`src/rtl/ahb_stream_loader.sv`:
```
// AHB-Lite write master that packs a byte stream into little-endian words
// and stores them one NONSEQ transfer at a time from a programmable base.
module ahb_stream_loader #(
  parameter int AW = 16,
  parameter int LW = 16
) (
  input  logic          HCLK,
  input  logic          HRESETn,
  input  logic          start,
  input  logic [AW-1:0] base_addr,
  input  logic [LW-1:0] word_count,
  input  logic          s_valid,
  input  logic [7:0]    s_data,
  output logic          s_ready,
  output logic          busy,
  output logic          done,
  output logic          error,
  output logic [AW-1:0] HADDR,
  output logic [1:0]    HTRANS,
  output logic [2:0]    HSIZE,
  output logic          HWRITE,
  output logic [31:0]   HWDATA,
  input  logic          HREADY,
  input  logic          HRESP
);

  typedef enum logic [2:0] {
    S_IDLE, S_COLLECT, S_ADDR, S_DATA, S_FIN
  } state_t;

  state_t        r_state, w_next;
  logic [AW-1:0] r_addr;
  logic [LW-1:0] r_remain;
  logic [1:0]    r_byte_idx;
  logic [23:0]   r_pack;
  logic [31:0]   r_hwdata;
  logic          r_busy, r_done, r_error;
  logic          w_take_start, w_accept, w_xfer_done, w_abort;

  assign w_take_start = (r_state == S_IDLE) & start;
  assign w_accept     = (r_state == S_COLLECT) & s_valid;
  assign w_xfer_done  = (r_state == S_DATA) & HREADY;
  // ERROR may show in either response cycle; r_error remembers the first one
  assign w_abort      = r_error | HRESP;

  always_ff @(posedge HCLK or negedge HRESETn) begin
    if (!HRESETn) r_state <= S_IDLE;
    else          r_state <= w_next;
  end

  always_comb begin
    w_next = r_state;
    case (r_state)
      S_IDLE:    if (start) w_next = (word_count == '0) ? S_FIN : S_COLLECT;
      S_COLLECT: if (s_valid && r_byte_idx == 2'd3) w_next = S_ADDR;
      S_ADDR:    if (HREADY) w_next = S_DATA;
      S_DATA:    if (HREADY) w_next = (w_abort || r_remain == LW'(1)) ? S_FIN : S_COLLECT;
      S_FIN:     w_next = S_IDLE;
      default:   w_next = S_IDLE;
    endcase
  end

  always_ff @(posedge HCLK or negedge HRESETn) begin
    if (!HRESETn) begin
      r_addr     <= '0;
      r_remain   <= '0;
      r_byte_idx <= '0;
      r_pack     <= '0;
      r_hwdata   <= '0;
      r_busy     <= 1'b0;
      r_done     <= 1'b0;
      r_error    <= 1'b0;
    end else begin
      r_done <= (r_state == S_FIN);
      if (r_state == S_FIN) r_busy <= 1'b0;

      if (w_take_start) begin
        r_addr     <= base_addr & ~AW'(3);
        r_remain   <= word_count;
        r_byte_idx <= '0;
        r_error    <= 1'b0;
        r_busy     <= 1'b1;
      end

      if (w_accept) begin
        r_byte_idx <= r_byte_idx + 2'd1;
        case (r_byte_idx)
          2'd0:    r_pack[7:0]   <= s_data;
          2'd1:    r_pack[15:8]  <= s_data;
          2'd2:    r_pack[23:16] <= s_data;
          default: r_hwdata      <= {s_data, r_pack};
        endcase
      end

      if (r_state == S_DATA && HRESP) r_error <= 1'b1;

      // address wraps naturally at 2^AW
      if (w_xfer_done && !w_abort) begin
        r_addr   <= r_addr + AW'(4);
        r_remain <= r_remain - LW'(1);
      end
    end
  end

  assign s_ready = (r_state == S_COLLECT);
  assign HTRANS  = (r_state == S_ADDR) ? 2'b10 : 2'b00;
  assign HWRITE  = (r_state == S_ADDR);
  assign HADDR   = r_addr;
  assign HSIZE   = 3'b010;
  assign HWDATA  = r_hwdata;
  assign busy    = r_busy;
  assign done    = r_done;
  assign error   = r_error;

endmodule
```
`config.mk`:
```
export PLATFORM = sky130hd
export DESIGN_NAME = ahb_stream_loader
export DESIGN_NICKNAME = d
export VERILOG_FILES = /design/src/rtl/ahb_stream_loader.sv
export SDC_FILE = /design/constraint.sdc
export NUM_CORES = 1
export LEC_CHECK = 0
export ABC_AREA = 1
export CAP_MARGIN = 20
export CORE_ASPECT_RATIO = 0.8
export CORE_MARGIN = 5
export CORE_UTILIZATION = 57
export CTS_BUF_LIST = sky130_fd_sc_hd__clkbuf_8
export DETAILED_ROUTE_END_ITERATION = 10
export HOLD_SLACK_MARGIN = 0.03
export PLACE_DENSITY = 0.95
export SYNTH_ARGS = -nofsm -noshare
export SYNTH_HDL_FRONTEND = slang
export SYNTH_SLANG_ARGS = --single-unit
```
`constraint.sdc`:
```
create_clock -name HCLK -period 2.3 [get_ports HCLK]
set_input_delay 0.345 -clock HCLK [delete_from_list [all_inputs] [get_ports HCLK]]
set_output_delay 0.345 -clock HCLK [all_outputs]
set_load 0.03 [all_outputs]
```
==> results_dict.tcl <==
set metrics [dict create \
    synth-seq-area-share_pct 48.5 \
    cts-htree-levels 3 \
    crit_path_start_kind "register" \
    category_of_the_critical_setup_timing_path "register to output pin" \
    power.combinational.fraction_pct 47.3 \
    max_vdd_drop_v 0.000691 \
    status "complete, no violations" \
    fin_total_pwr_mw 7.83 \
    num-fill-cells 637 \
    area.sequential_sq_um 2350 \
    die_width_um 113 \
    grt.met2_usage_pct 41.8 \
    grt_most_used_layer "met2" \
    design.die.area_sq_um 10500 \
    placed_cells 802 \
    regToRegStartpoint "r_state[0]" \
    count_of_inserted_antenna_diode_cells 0 \
    p_sw_mw 3.54 \
    timing.critical_path.from "r_state[0]" \
    placeableCoreArea_sq_um 8410 \
    antenna_found_initial 0 \
    post_layout_nonfiller_instances 819 \
    finalNetCount 755 \
    critPathRequiredTime_ns 1.96 \
    setup.worst_path.end "s_ready" \
    p_sw_share_pct 45.2 \
    seq_power_share_pct 37.8 \
    leading_cell_types_in_the_layout_fill_and_taps_excluded "sky130_fd_sc_hd__nand2_1, sky130_fd_sc_hd__dfrtp_1, sky130_fd_sc_hd__clkdlybuf4s50_1, sky130_fd_sc_hd__nor2_1, sky130_fd_sc_hd__nand3_1" \
    p_leak_nw 2.91 \
    port_buffers 95 \
    setup.reg_to_reg.worst_slack_ns 0.55 \
    drv.max_cap_violation_count 0 \
    ctsRootBufferMaster "sky130_fd_sc_hd__clkbuf_8" \
    global_route.usage.met3_pct 5.55 \
    num_io_pins 104 \
    clock-sinks 94 \
    placement_rows 30 \
    die-height_um 92.5 \
    wl_um 12000 \
    leading_cell_type_in_the_layout_fill_and_taps_excluded "sky130_fd_sc_hd__nand2_1" \
    hold_violations 0 \
    finalSetupViolCount 0 \
    cell_internal_pwr_mw 4.30 \
    cts_inserted_buffers 9 \
    average_via_count_per_standard_cell 5.36 \
    layout_min_cycle_time_ns 2.17 \
    multiInputGateArea_sq_um 2110 \
    yosys_warnings 0 \
    postRouteAntennaNets 0 \
    grt_start_max_net_pins 41 \
    timing_max_transition_violations_final 0 \
    skew_ns 0.00680 \
    start_util_pct 57.7 \
    clk_latency_ns 0.36 \
    gr-total-overflow 0 \
    min-delay-path-class "register to register" \
    path_clk_slew_ns 0.10 \
    place_congestion 0.910 \
    power-per-cell-area_nw_per_um2 1300 \
    drt_iter0_markers 293 \
    grt_use_met1_pct 29.2 \
    layout-drive-gt1-share_pct 8.63 \
    path_max_fanout 6 \
    drt-pass1-iter-count 5 \
    synth.distinct_cells 32 \
    total_number_of_vias 4390 \
    ctsLongestPathBuffers 2 \
    fmaxAchievable_mhz 461 \
    syn_to_final_growth_pct 24.6 \
    global_route_wire_length_before_repair_um 20300 \
    worst_r2r_endpoint "r_pack[17]" \
    drc_errors 0 \
    cts_tree "built" \
    actual_slew_at_the_worst_max_slew_pin_ns 0.550 \
    postSynthRegisterBits 94 \
    max_slew_margin_pct 63.3 \
    routed_wire_length_per_instance_um 14.6 \
    totalNegativeSetupSlack_ns 0 \
    cell_area_synth_sq_um 4850 \
    timing.reg2reg.worst_path_depth 8 \
    post_syn_instances 610 \
    grt_setup_unrepaired "false" \
    p_clk_share_pct 14.9 \
    global_route_usage_over_all_layers_pct 23.9 \
    layout_worst_path_cycle_share_pct 94.2 \
    first_global_vias 4332 \
    crit_arrival_ns 1.82 \
    synthesis.area_per_instance_sq_um 7.95 \
    end_kind "output pin" \
    dp.final_hpwl_um 8950 \
]
-- synth_stat cells --
| master | instances | area share, % |
|---|---|---|
| sky130_fd_sc_hd__a21oi_1 | 4 | 0.41 |
| sky130_fd_sc_hd__a22o_1 | 1 | 0.18 |
| sky130_fd_sc_hd__buf_12 | 1 | 0.41 |
| sky130_fd_sc_hd__buf_2 | 5 | 0.52 |
| sky130_fd_sc_hd__buf_4 | 11 | 1.7 |
| sky130_fd_sc_hd__buf_6 | 8 | 1.9 |
| sky130_fd_sc_hd__clkbuf_1 | 3 | 0.23 |
| sky130_fd_sc_hd__conb_1 | 2 | 0.15 |
| sky130_fd_sc_hd__dfrtp_1 | 94 | 48 |
| sky130_fd_sc_hd__ha_1 | 7 | 1.8 |
| sky130_fd_sc_hd__inv_1 | 44 | 3.4 |
| sky130_fd_sc_hd__inv_2 | 2 | 0.15 |
| sky130_fd_sc_hd__inv_4 | 1 | 0.13 |
| sky130_fd_sc_hd__nand2_1 | 208 | 16 |
| sky130_fd_sc_hd__nand2_2 | 10 | 1.3 |
| sky130_fd_sc_hd__nand2_4 | 2 | 0.46 |
| sky130_fd_sc_hd__nand3_1 | 60 | 6.2 |
| sky130_fd_sc_hd__nand3b_1 | 2 | 0.31 |
| sky130_fd_sc_hd__nand4_1 | 6 | 0.77 |
| sky130_fd_sc_hd__nand4_2 | 1 | 0.26 |
| sky130_fd_sc_hd__nor2_1 | 62 | 4.8 |
| sky130_fd_sc_hd__nor2_2 | 1 | 0.13 |
| sky130_fd_sc_hd__nor3_1 | 2 | 0.21 |
| sky130_fd_sc_hd__nor3_4 | 1 | 0.34 |
| sky130_fd_sc_hd__o211ai_1 | 9 | 1.4 |
| sky130_fd_sc_hd__o21ai_0 | 36 | 3.7 |
| sky130_fd_sc_hd__o21ai_1 | 3 | 0.31 |
| sky130_fd_sc_hd__o21ai_2 | 16 | 2.9 |
| sky130_fd_sc_hd__o221ai_1 | 1 | 0.18 |
| sky130_fd_sc_hd__or2_2 | 1 | 0.13 |
| sky130_fd_sc_hd__xnor2_1 | 1 | 0.18 |
| sky130_fd_sc_hd__xor2_1 | 5 | 0.90 |
-- timing repair --
action | in CTS | in global routing
resized for setup | 2 | 0
hold buffers | 1 | 0
endpoints found under the setup margin | 2 | 0
endpoints found under the hold margin | 38 | 0
buffers inserted | 0 | 0
-- cell families after synthesis --
family	count (synthesis)	synth area share, %
DFF	94	48.5
buffers and inverters	75	8.41
xor gates and xnor gates	6	1.08
adders and majority gates	7	1.81
other	2	0.155
AOI/OAI and AO/OA	70	9.08
and+or+nand+nor	356	31.0
-- power by group through the flow --
stage	combinational, mW	sequential (mW)	clock (mW)
2_1_floorplan	1.82	3.51	0
3_3_place_gp	3.56	2.92	0
3_5_place_dp	3.72	2.97	0
4_1_cts	3.73	2.94	1.19
5_1_grt	4.08	3.05	1.26
6_report	3.70	2.96	1.17
-- how the worst min path moves through the flow --
| stage | from | to | slack, ns | cells past startpoint |
|---|---|---|---|---|
| 3_5_place_dp | HRESETn | r_remain[1] | 0.37 | 1 |
| 4_1_cts | HWDATA[14] | HWDATA[14] | 0.48 | 2 |
| 3_3_place_gp | HRESETn | done | 0.36 | 1 |
| 6_report | HWDATA[14] | HWDATA[14] | 0.48 | 2 |
| 5_1_grt | HWDATA[14] | HWDATA[14] | 0.50 | 2 |
| 2_1_floorplan | HRESETn | HADDR[10] | 0.05 | 0 |
-- metrics by stage --
step	hold slack [ns]	cell area [sq um]	setup WS (ns)	utilization, %
final	0.483	6040	0.133	71.9
after global routing	0.500	6040	0.0417	71.9
after CTS	0.484	6040	0.110	71.9
after detailed placement	0.369	5820	0.314	69.2
after global placement	0.360	5820	0.386	69.2
after floorplan	0.0494	4870	0.545	-
-- worst max-delay path, stage by stage, from the launching register on --
cell and delay (ns):
sky130_fd_sc_hd__dfrtp_1 0.48, sky130_fd_sc_hd__inv_2 0.08, sky130_fd_sc_hd__nor3_4 0.19, sky130_fd_sc_hd__clkdlybuf4s50_1 0.71
-- metal layers --
metal	vias up	part of all wire [%]
met4	0	2.7
li1	2123	-
met3	33	6.7
met2	161	50
met1	2073	41
met5	-	0
-- state kept, by name (all words and copies together), names as in the netlist --
| register | count |
|---|---|
| error | 1 |
| r_remain | 16 |
| HADDR | 14 |
| HWDATA | 32 |
| r_state | 3 |
| r_pack | 24 |
| done | 1 |
| r_byte_idx | 2 |
| busy | 1 |
-- layout make-up --
class,count,area share (%)
inverters,47,2.96
repair buffers,105,17.3
well taps,112,2.32
flip-flops and latches,94,38.9
multi-input cells,445,34.8
clock inverters,7,1.55
clock buffers,9,2.05
Power figures use the tool's default switching activity.
